===== src/rtl/sample_mixer.sv =====
// rtl/sample_mixer.sv - broadcasts a sample request to the note-player voices, collects their answers and hands the mix to the codec
// Optional output clamp: define SAMPLE_MIXER_SATURATE_EN.
module sample_mixer #(
  parameter int NUM_VOICES = 3,
  parameter int SAMPLE_W   = 18,
  parameter int TIMEOUT    = 255
) (
  input  logic                           clk,
  input  logic                           reset_n,
  input  logic                           codec_req,
  input  logic [NUM_VOICES-1:0]          voice_enable,
  input  logic [NUM_VOICES-1:0]          voice_ready,
  input  logic [NUM_VOICES*SAMPLE_W-1:0] voice_sample,
  output logic                           generate_next_sample,
  output logic [SAMPLE_W-1:0]            mix_out,
  output logic                           mix_valid,
  output logic                           timeout_err,
  output logic                           overrun,
  output logic                           busy
);

  localparam int CNT_W = $clog2(TIMEOUT + 1);
`ifdef SAMPLE_MIXER_SATURATE_EN
  localparam int SUM_W = SAMPLE_W + 3;
  localparam logic signed [SUM_W-1:0] SAT_MAX = {{4{1'b0}}, {(SAMPLE_W-1){1'b1}}};
  localparam logic signed [SUM_W-1:0] SAT_MIN = {{4{1'b1}}, {(SAMPLE_W-1){1'b0}}};
`else
  // Wrapping keeps only the low bits, and those do not depend on the guard bits.
  localparam int SUM_W = SAMPLE_W;
`endif

  typedef enum logic [1:0] {
    S_IDLE    = 2'd0,
    S_REQUEST = 2'd1,
    S_COLLECT = 2'd2,
    S_SUM     = 2'd3
  } state_t;

  state_t                  r_state;
  state_t                  w_next;
  logic [NUM_VOICES-1:0]   r_en_q;
  logic [NUM_VOICES-1:0]   r_captured;
  logic [SAMPLE_W-1:0]     r_cap [NUM_VOICES];
  logic [CNT_W-1:0]        r_cnt;
  logic                    r_to_pend;
  logic [SAMPLE_W-1:0]     r_mix;
  logic                    r_mix_valid;
  logic                    r_timeout_err;
  logic                    r_overrun;

  logic [NUM_VOICES-1:0]   w_take;
  logic                    w_all_done;
  logic                    w_cnt_last;
  logic signed [SUM_W-1:0] w_sum;
  logic [SAMPLE_W-1:0]     w_mix;

  always_comb begin
    w_take     = r_en_q & ~r_captured & voice_ready;
    w_all_done = &(r_captured | voice_ready | ~r_en_q);
    w_cnt_last = (r_cnt == CNT_W'(TIMEOUT - 1));
  end

  always_comb begin
    w_sum = '0;
    for (int i = 0; i < NUM_VOICES; i++) begin
      w_sum = w_sum + SUM_W'($signed(r_cap[i]));
    end
`ifdef SAMPLE_MIXER_SATURATE_EN
    if (w_sum > SAT_MAX) begin
      w_mix = SAT_MAX[SAMPLE_W-1:0];
    end else if (w_sum < SAT_MIN) begin
      w_mix = SAT_MIN[SAMPLE_W-1:0];
    end else begin
      w_mix = w_sum[SAMPLE_W-1:0];
    end
`else
    w_mix = w_sum[SAMPLE_W-1:0];
`endif
  end

  always_ff @(posedge clk or negedge reset_n) begin
    if (!reset_n) begin
      r_state <= S_IDLE;
    end else begin
      r_state <= w_next;
    end
  end

  always_comb begin
    w_next = r_state;
    case (r_state)
      S_IDLE:    if (codec_req) w_next = S_REQUEST;
      S_REQUEST: w_next = S_COLLECT;
      S_COLLECT: if (w_all_done || w_cnt_last) w_next = S_SUM;
      S_SUM:     w_next = S_IDLE;
      default:   w_next = S_IDLE;
    endcase
  end

  always_ff @(posedge clk or negedge reset_n) begin
    if (!reset_n) begin
      r_en_q        <= '0;
      r_captured    <= '0;
      r_cnt         <= '0;
      r_to_pend     <= 1'b0;
      r_mix         <= '0;
      r_mix_valid   <= 1'b0;
      r_timeout_err <= 1'b0;
      r_overrun     <= 1'b0;
      for (int i = 0; i < NUM_VOICES; i++) begin
        r_cap[i] <= '0;
      end
    end else begin
      r_mix_valid   <= 1'b0;
      r_timeout_err <= 1'b0;
      // A request is only accepted from IDLE; anywhere else it is dropped and flagged.
      r_overrun     <= codec_req && (r_state != S_IDLE);
      case (r_state)
        S_REQUEST: begin
          r_en_q     <= voice_enable;
          r_captured <= '0;
          r_cnt      <= '0;
          r_to_pend  <= 1'b0;
          for (int i = 0; i < NUM_VOICES; i++) begin
            r_cap[i] <= '0;
          end
        end
        S_COLLECT: begin
          for (int i = 0; i < NUM_VOICES; i++) begin
            if (w_take[i]) begin
              r_cap[i] <= voice_sample[i*SAMPLE_W +: SAMPLE_W];
            end
          end
          r_captured <= r_captured | w_take;
          if (!w_all_done) begin
            if (w_cnt_last) begin
              r_to_pend <= 1'b1;
            end else begin
              r_cnt <= r_cnt + CNT_W'(1);
            end
          end
        end
        S_SUM: begin
          r_mix         <= w_mix;
          r_mix_valid   <= 1'b1;
          r_timeout_err <= r_to_pend;
        end
        default: begin
        end
      endcase
    end
  end

  assign generate_next_sample = (r_state == S_REQUEST);
  assign busy                 = (r_state != S_IDLE);
  assign mix_out              = r_mix;
  assign mix_valid            = r_mix_valid;
  assign timeout_err          = r_timeout_err;
  assign overrun              = r_overrun;

endmodule


===== config.mk =====
export PLATFORM = sky130hd
export DESIGN_NAME = sample_mixer
export DESIGN_NICKNAME = d
export VERILOG_FILES = /design/src/rtl/sample_mixer.sv
export SDC_FILE = /design/constraint.sdc
export NUM_CORES = 1
export LEC_CHECK = 0
export CORE_MARGIN = 5
export CORE_UTILIZATION = 49
export DETAILED_ROUTE_END_ITERATION = 7
export PLACE_DENSITY = 0.82
export SLEW_MARGIN = 25
export SYNTH_ARGS = -nofsm -noshare
export SYNTH_HDL_FRONTEND = slang
export SYNTH_SLANG_ARGS = --single-unit

===== constraint.sdc =====
create_clock -name clk -period 3.2 [get_ports clk]
set_input_delay 0.48 -clock clk [delete_from_list [all_inputs] [get_ports clk]]
set_output_delay 0.48 -clock clk [all_outputs]
set_load 0.01 [all_outputs]

Yosys cells after proc, flatten, opt, wreduce, memory -nomap -nowiden --
Cells that the tools add are included.
Word-level totals: register bits 92, memory bits (read-only) 0, memories 0, memory bits (writable) 0, input port bits 63, bits in latches 0
Operators by class: bitwise gates (word level) 7, add/sub/neg operators 3, divide/modulo/power cells 0, $lt $le $gt $ge 0, shift-type cells 0, reduce and logical (&&, ||, !) cells 12, multipliers 0, equal/unequal tests 12, muxes and demuxes 16
Operator list (number):
- $pmux 54 s2 | 1
- $mux 18 | 3
- $add 18x18->18 | 2
- $mux 8 | 2
- $ne 2x2->1 const B | 8
- $pmux 8 s2 | 1
- $or 3x3->3 | 3
- $reduce_and 3->1 | 3
- $add 8x1->8 const B | 1
- $eq 8x8->1 const B | 1
- $pmux 2 s4 | 1
- $reduce_and 2->1 | 4
- $and 3x3->3 | 2
- $not 3->3 | 2
- $pmux 3 s2 | 1
- $eq 2x2->1 const B | 2
- $mux 1 | 4
- $mux 2 | 2
- $reduce_bool 2->1 | 2
- $eq 2x1->1 const B | 1
- $logic_not 2->1 | 1
- $pmux 1 s2 | 1
- $logic_and 1x1->1 | 1
- $logic_or 1x1->1 | 1

Longest topological paths before layout --
Gate-level depths: netlist of the first run.
depth in word-level cells 6, depth in mapped cells 10, gate-level depth less buffers 10

Worst setup path before layout of the first run --
OpenSTA, ideal clock, no wires.
path kind register to register, start register r_cap[1] (netlist name), end register r_mix[9], in the netlist mix_out[9], data arrival time 2.479 ns, period minus slack after synthesis 2.604 ns, buffers on the path 0, stages on the path, launching flop included 9, required time 3.075 ns, path slack 0.596 ns, setup time 0.125 ns, cells stage by stage dfrtp_1 -> fa_1 -> ha_1 -> fa_1 -> a211oi_2 -> o21ai_2 -> a21boi_2 -> xnor2_1 -> mux2_2
Between the ends: longest elaborated chain between the ends 1
Ends and longest elaborated chain:
- from (decl) | line 43 | logic [SAMPLE_W-1:0] r_cap [NUM_VOICES];
- from (signal, indexed assignment) | line 131 | r_cap[i] <= voice_sample[i*SAMPLE_W +: SAMPLE_W];
- $add 18x18->18 | line 66 | w_sum = w_sum + SUM_W'($signed(r_cap[i]));
- to (signal assigned) | line 144 | r_mix <= w_mix;
- to (decl) | line 46 | logic [SAMPLE_W-1:0] r_mix;
No other way between the ends. A chain may end at the register's enable or synchronous reset.

Worst setup path in the final report of the first run --
Ends and elaborated chain as after synthesis.

==> results.md, run 1 <==
* CP Data Arrival Time at about 3.1 ns
* Slowest cell on crit path: fa_1
* Cell leakage power at roughly 3.1 nW
* Max incr delay on CP at around 0.48 ns
* Initial Utilization at between 40 and 50%
* Int Power at ~3.4 mW
* IO Pins at 86
* Clk buf depth at 2
* Antenna Cells at 0
* CTS Root Cell: clkbuf_8
* CTS tree: done
* Final ANT Viol Nets at 0
* Req. time, crit path at 3.47 ns
* Tmin final at roughly 2.8 ns
* Most used cell, CP: fa_1
* Worst-Skew Late Latency at approximately 0.38 ns
* Post-CTS Setup Inserts at 0
* # nets final at just over 700
* Fin util at between 60 and 70%
* CP startpoint kind: register
* P&R area growth vs syn at 24.3%
* Cells after DPL at between 700 and 800
* Filler Cell Count at 858
* Final Skew at between 0.01 and 0.015 ns
* Final hold vios at 0
* Switching Fraction at 42.4%
* Drt first pass iters at 5
* Mean Syn Cell Area at 9.66 µm²
* Max Fanout on Critical Path at 5
* Synth Cell Area at 0.00504 mm²
* #FFs+latches synth at roughly 90
* I/O Buffers at 85
* Max-slew violations at 0
* Synthesized instance count at ~520
* Final HPWL DP at between 9000 and 10000 µm
* Main synth FF type: dfrtp_1
* Fmax at between 0.3 and 0.4 GHz
* H-Tree Level Count at 3
* Final Cell Area at 0.00627 mm²
* Post-CTS Resized at 0
* Worst Max-Slew Pin Slew at 0.797 ns
* Layout cells sized above 1 at about 7.4%
* Worst slew margin at around 47%
* Overall routed net length at around 13000 µm
* Area after DPL at between 0.006 and 0.007 mm²
* Post-DR vias/cell at 5.66
* RSZ-0062 raised after global routing: no
* Multi-input logic area at 0.00261 mm²
* Antenna violations before repair at 0
* Final TNS setup at 0 ns
* Reg clk slew, reported paths at roughly 0.10 ns
* Reg area at between 0.002 and 0.0025 mm²
* Yosys cell types at 60
* Ys Warns at 0
* Via count at ~4200
* Commonest non-fill, non-tap cell in the layout: nand2_1
* Largest net degree at the start of global routing at between 50 and 60
* Clock sinks at 92
* Net switching power figure at between 2 and 3 mW
* Power share of the sequential group at between 30% and 40%
* # DRC at 0
* Endpoints failing setup at 0
* First-pass GRT wire length at ~22000 µm
* Horiz. Die Dim at between 100 and 150 µm
* Pwr per Cell Area at approximately 950 mW/mm²
* Iter 0 DRT Violations at ~230
* Cells along the critical path: fa_1, ha_1, fa_1, a211oi_2, o21ai_2, a21boi_2, xnor2_1, mux2_2
* Final Power at between 5 and 6 mW
* Clock power share at 14.9%
* Most frequent cells in the layout: nand2_1 (126), dfrtp_1 (92), clkdlybuf4s50_1 (84)
* Outcome: complete, no violations
* WL/cell at between 15 and 20 µm
* Max Cap Viol at 0
* Vias in the first global route at roughly 4400
* Chip height at between 100 and 150 µm
* Sequential fraction of the synthesis area at between 40% and 50%
* Number of synthesized flops with an enable pin at 0
* Syn nets at 625
* Max rail drop VDD at 0.000375 V
* Worst hold path type: primary input to async pin
* Tcrit/Tclk final at approximately nine tenths
* GRT Total Usage at 21.9%
* Row cnt at 37
* Comb pwr share at between 50% and 60%
* Critical setup path kind: register to register
* Number of buffers created by CTS at 9
* Routability Congestion at 0.885
* Cts hold-fix bufs at 0
* Post-synthesis async set-or-reset flop share at between 90% and 100%
* Die area at 0.0124 mm²
* Core area at just over 0.01 mm²
* Critical path capture point type: register
* Fin cells at 747
* Total gr overflow at 0
registers in the layout, indices dropped and copies added, names as in the netlist:
signal	count
timeout_err	1
r_cnt	8
overrun	1
r_cap	54
mix_out	18
r_en_q	3
mix_valid	1
r_captured	3
r_to_pend	1
r_state	2
logic make-up after synthesis:
kind of cell	Yosys count	share of synthesized area, %
buffers and inverters	34	2.58
XOR/XNOR	16	2.78
multiplexers	11	2.43
adder cells (fa/ha/maj)	40	12.6
AND/OR/NAND/NOR	254	23.1
flip-flops	92	45.7
AO/OA/AOI/OAI	75	10.9
routing by layer:
| metal | routed length (µm) | global-route usage [%] | up-vias |
|---|---|---|---|
| li1 | - | - | 1963 |
| met1 | 5430 | 28.8 | 2081 |
| met2 | 6410 | 35.9 | 163 |
| met3 | 823 | 3.80 | 22 |
| met4 | 307 | 9.49 | 0 |
| met5 | 0 | 0 | - |
final timing paths:
path	startpoint	depth (start not counted)	endpoint	slack, ns
max	r_cap[1]	8	mix_out[9]	0.36
min	reset_n	1	mix_out[10]	0.06
max reg2reg	r_cap[1]	8	mix_out[9]	0.36
min reg2reg	mix_out[5]	1	mix_out[5]	0.50
max in group asynchronous	reset_n	2	r_cap[44]	2.35
min in group clk	mix_out[5]	1	mix_out[5]	0.50
power groups by stage:
stage	registers [mW]	logic, mW	clock network (mW)
2_1_floorplan	1.91	2.11	0
3_5_place_dp	1.93	3.12	0
3_3_place_gp	1.90	3.02	0
5_1_grt	1.96	3.52	0.954
4_1_cts	1.91	3.16	0.902
6_report	1.91	3.17	0.891
cell usage after synthesis, drive strengths merged (3+ instances only):
library cell  count  area, µm²
clkbuf           18       67.6
ha               22        275
a21oi            13       65.1
nor2             20       77.6
xor2              3       26.3
nand2           126        473
and2              3       18.8
nand2b            7       43.8
fa               18        360
o21bai            3       22.5
nor3              6       30.0
inv              13       48.8
o21ai            19       98.8
a221oi            4       41.3
o31ai             4       30.0
xnor2            13        114
and3              6       37.5
nor2b             4       25.0
a21o              6       45.0
nand4             5       31.3
dfrtp            92       2300
nor3b             4       30.0
nand3            64        320
a211oi            5       47.5
mux2             10        113
through the flow:
stage	hold WS [ns]	setup slack [ns]
6_report	0.0646	0.360
5_1_grt	0.0993	0.228
4_1_cts	0.0767	0.387
3_5_place_dp	0.478	0.401
3_3_place_gp	0.474	0.472
2_1_floorplan	0.184	0.596
worst max-delay path, delay by kind of cell, from the launching register on:
family / cells / cell delay [ns]
compound gates: 3 / 0.75
xor+xnor: 1 / 0.10
fa+ha+maj: 3 / 1.19
flops: 1 / 0.42
mux: 1 / 0.27
layout make-up:
type	instances	area share, %
timing repair buffer	93	14.5
multi-input combinational	396	41.7
clock buffer	10	2.20
inverter	14	0.838
tap	136	2.71
sequential	92	36.7
clock inverter	6	1.38
Power figures use the tool's default switching activity.
==> run 2: changes to the inputs <==
ABC_AREA = 1   (was unset)
GPL_ROUTABILITY_DRIVEN = 0   (was unset)
PLACE_DENSITY = 0.81   (was 0.82)
==> results.md, run 2 <==
* Ys Warns at 0
* Final HPWL DP at roughly 8900 µm
* Pwr per Cell Area at 750 mW/mm²
* Iter 0 DRT Violations at roughly 240
* Area contributors post-synth: dfrtp_1 (43%), nand2_1 (10%), inv_1 (8.8%)
* Antenna violations before repair at 0
* Number of buffers created by CTS at 9
* Core area at 0.0107 mm²
* Post-Synth Simple-Gate Area at between 20% and 30%
* Mean Syn Cell Area at 8.24 µm²
* Clk buf depth at 2
* WL/cell at 13.5 µm
* Number of synthesized flops with an enable pin at 0
* Fmax at about 0.42 GHz
* Post-synth top area share at between 40% and 50%
* Commonest cells in the synthesized netlist: nand2_1 (144), inv_1 (124), dfrtp_1 (92), nand3_1 (78), o21ai_0 (57)
* CTS tree: done
* Vias in the first global route at about 4400
* Syn nets at 748
* CTS Root Cell: clkbuf_8
* Horiz. Die Dim at roughly 110 µm
* Clock sinks at around 90
* Final TNS setup at 0 ns
* Main synth FF type: dfrtp_1
* Reg clk slew, reported paths at roughly 0.09 ns
* Final hold vios at 0
* I/O Buffers at 85
* Post-synthesis async set-or-reset flop share at 100%
* Multiplexer area fraction after synthesis at 0.212%
* Layout cells sized above 1 at about 6%
* Max Fanout on Critical Path at 4
* Final Hold Slack at between 0.1 and 0.15 ns
* Via count at 4400
* Biggest register: r_cap
* Yosys cell types at 35
* Max incr delay on CP at approximately 0.5 ns
* Post-DR vias/cell at roughly 5.0
* Most frequent cells in the layout: nand2_1 (144), inv_1 (124), dfrtp_1 (92)
* Max FFs per register at 54
* Worst slew margin at a little over half
* Crit path from: r_cap[1]
* Final ANT Viol Nets at 0
* IO Pins at 86
* Post-CTS Setup Inserts at 0
* CP top delay family: adder cells
* P&R area growth vs syn at 21.9%
* Die area at roughly 0.013 mm²
* Overall routed net length at between 10000 and 15000 µm
* Post-CTS Resized at 0
* # nets final at between 800 and 900
* Final Skew at around 0.010 ns
* Tmin final at 2.38 ns
* Drt first pass iters at 5
* Most common cell in the netlist: nand2_1
* # DRC at 0
* Critical path capture point type: register
* Max Cap Viol at 0
* WP buf/inv at 0
* Row cnt at 38
* Req. time, crit path at around 3.5 ns
* Largest net degree at the start of global routing at 55
* First-pass GRT wire length at 20300 µm
* Commonest non-fill, non-tap cell in the layout: nand2_1
* CP Data Arrival Time at about 2.7 ns
* Worst Max-Slew Pin Slew at around 0.71 ns
* Synth Area in XOR/XNOR at 1.48%
* Cell leakage power at approximately 3.4 nW
* Critical setup path kind: register to register
* Synth Cell Area at about 0.0053 mm²
* Slowest cell on crit path: fa_1
* GRT Total Usage at between 10% and 20%
* CP startpoint kind: register
* Initial Utilization at 49.5%
* Final setup margin at about 0.82 ns
* Filler Cell Count at slightly above 900
* Sequential fraction of the synthesis area at between 40% and 50%
* Worst hold path type: primary input to async pin
* Cells along the critical path: fa_1, ha_1, fa_1, nand2_1, nand2_1, nand3_1, nand2_1, nand2_1, nand2_1, nand2_1, nand3_1, nand2_1
* Total gr overflow at 0
* Worst-Skew Late Latency at between 0.3 and 0.4 ns
* Leading area contributor after synthesis: dfrtp_1
* Most used cell, CP: nand2_1
* Max-slew violations at 0
* H-Tree Level Count at 3
* Synthesized instance count at between 600 and 700
* Outcome: complete, no violations
* Chip height at around 110 µm
* Compound-gate portion of the synthesized area at approximately 8.8%
* Final Power at approximately 4.9 mW
* Reg-to-Reg Start: r_cap[1]
* Endpoints failing setup at 0
* Worst slack at placement at roughly 0.84 ns
* Cts hold-fix bufs at 0
* RSZ-0062 raised after global routing: no
* Tcrit/Tclk final at 74.3%
* Synth Area in Adders at a little under an eighth
* Largest family of logic cells by synthesized area: simple AND/OR/NAND/NOR gates
* Antenna Cells at 0
* #FFs+latches synth at 92
* Max rail drop VDD at 0.000404 V
==> run 2: cell families (layout without fill, tap and decap cells) <==
group                      after synthesis  count (layout)
adders and majority gates               40              40
xor gates and xnor gates                 9               9
AOI/OAI and AO/OA                       88              88
muxes                                    1               1
buffers and inverters                  145             232
and+or+nand+nor                        270             270
DFF                                     92              92
==> run 2: area by class of cell <==
| type | instances | area [µm²] | area share [%] |
|---|---|---|---|
| tap | 140 | 175 | 2.70 |
| sequential | 92 | 2300 | 35.5 |
| multi-input combinational | 408 | 2430 | 37.5 |
| clock buffer | 13 | 169 | 2.61 |
| inverter | 126 | 473 | 7.30 |
| timing repair buffer | 90 | 886 | 13.7 |
| clock inverter | 3 | 43.8 | 0.676 |
==> run 2: worst paths after layout <==
path / to / slack [ns] / depth (start not counted)
worst max-delay path: mix_out[17] / 0.82 / 12
min in group clk: timeout_err / 0.48 / 2
worst max register to register: mix_out[17] / 0.82 / 12
worst min register to register: timeout_err / 0.48 / 2
worst min-delay path: mix_out[4] / 0.14 / 1
max in group asynchronous: r_cap[47] / 2.32 / 2
==> run 2: report_power, final <==
| group | switching (mW) | total [mW] | internal, mW |
|---|---|---|---|
| clock network | 0.391 | 0.817 | 0.426 |
| registers | 0.228 | 1.72 | 1.49 |
| logic | 1.41 | 2.32 | 0.907 |
| total | 2.03 | 4.86 | 2.83 |
==> run 2: metrics by stage <==
stage               instance area, µm²  utilization (%)  instances
finish                            6480             60.3        872
global route                      6480             60.3        872
CTS                               6480             60.3        872
detailed placement                6270             58.3        856
global placement                  6270             58.3        856
floorplan                         5320                -        645
==> run 2: worst register-to-register path, delay by kind of cell (launching register included) <==
family	cells	cell delay [ns]
simple gates	9	0.73
flops	1	0.42
fa+ha+maj	3	1.16
==> run 2: per-layer routing <==
layer	global-route usage, %	routed length, µm	share of wire, %	vias up
met5	0	0	0	-
met4	4.51	114	0.97	0
met3	3.96	677	5.7	9
met2	32.0	5890	50	118
met1	25.7	5100	43	2086
li1	-	-	-	2187
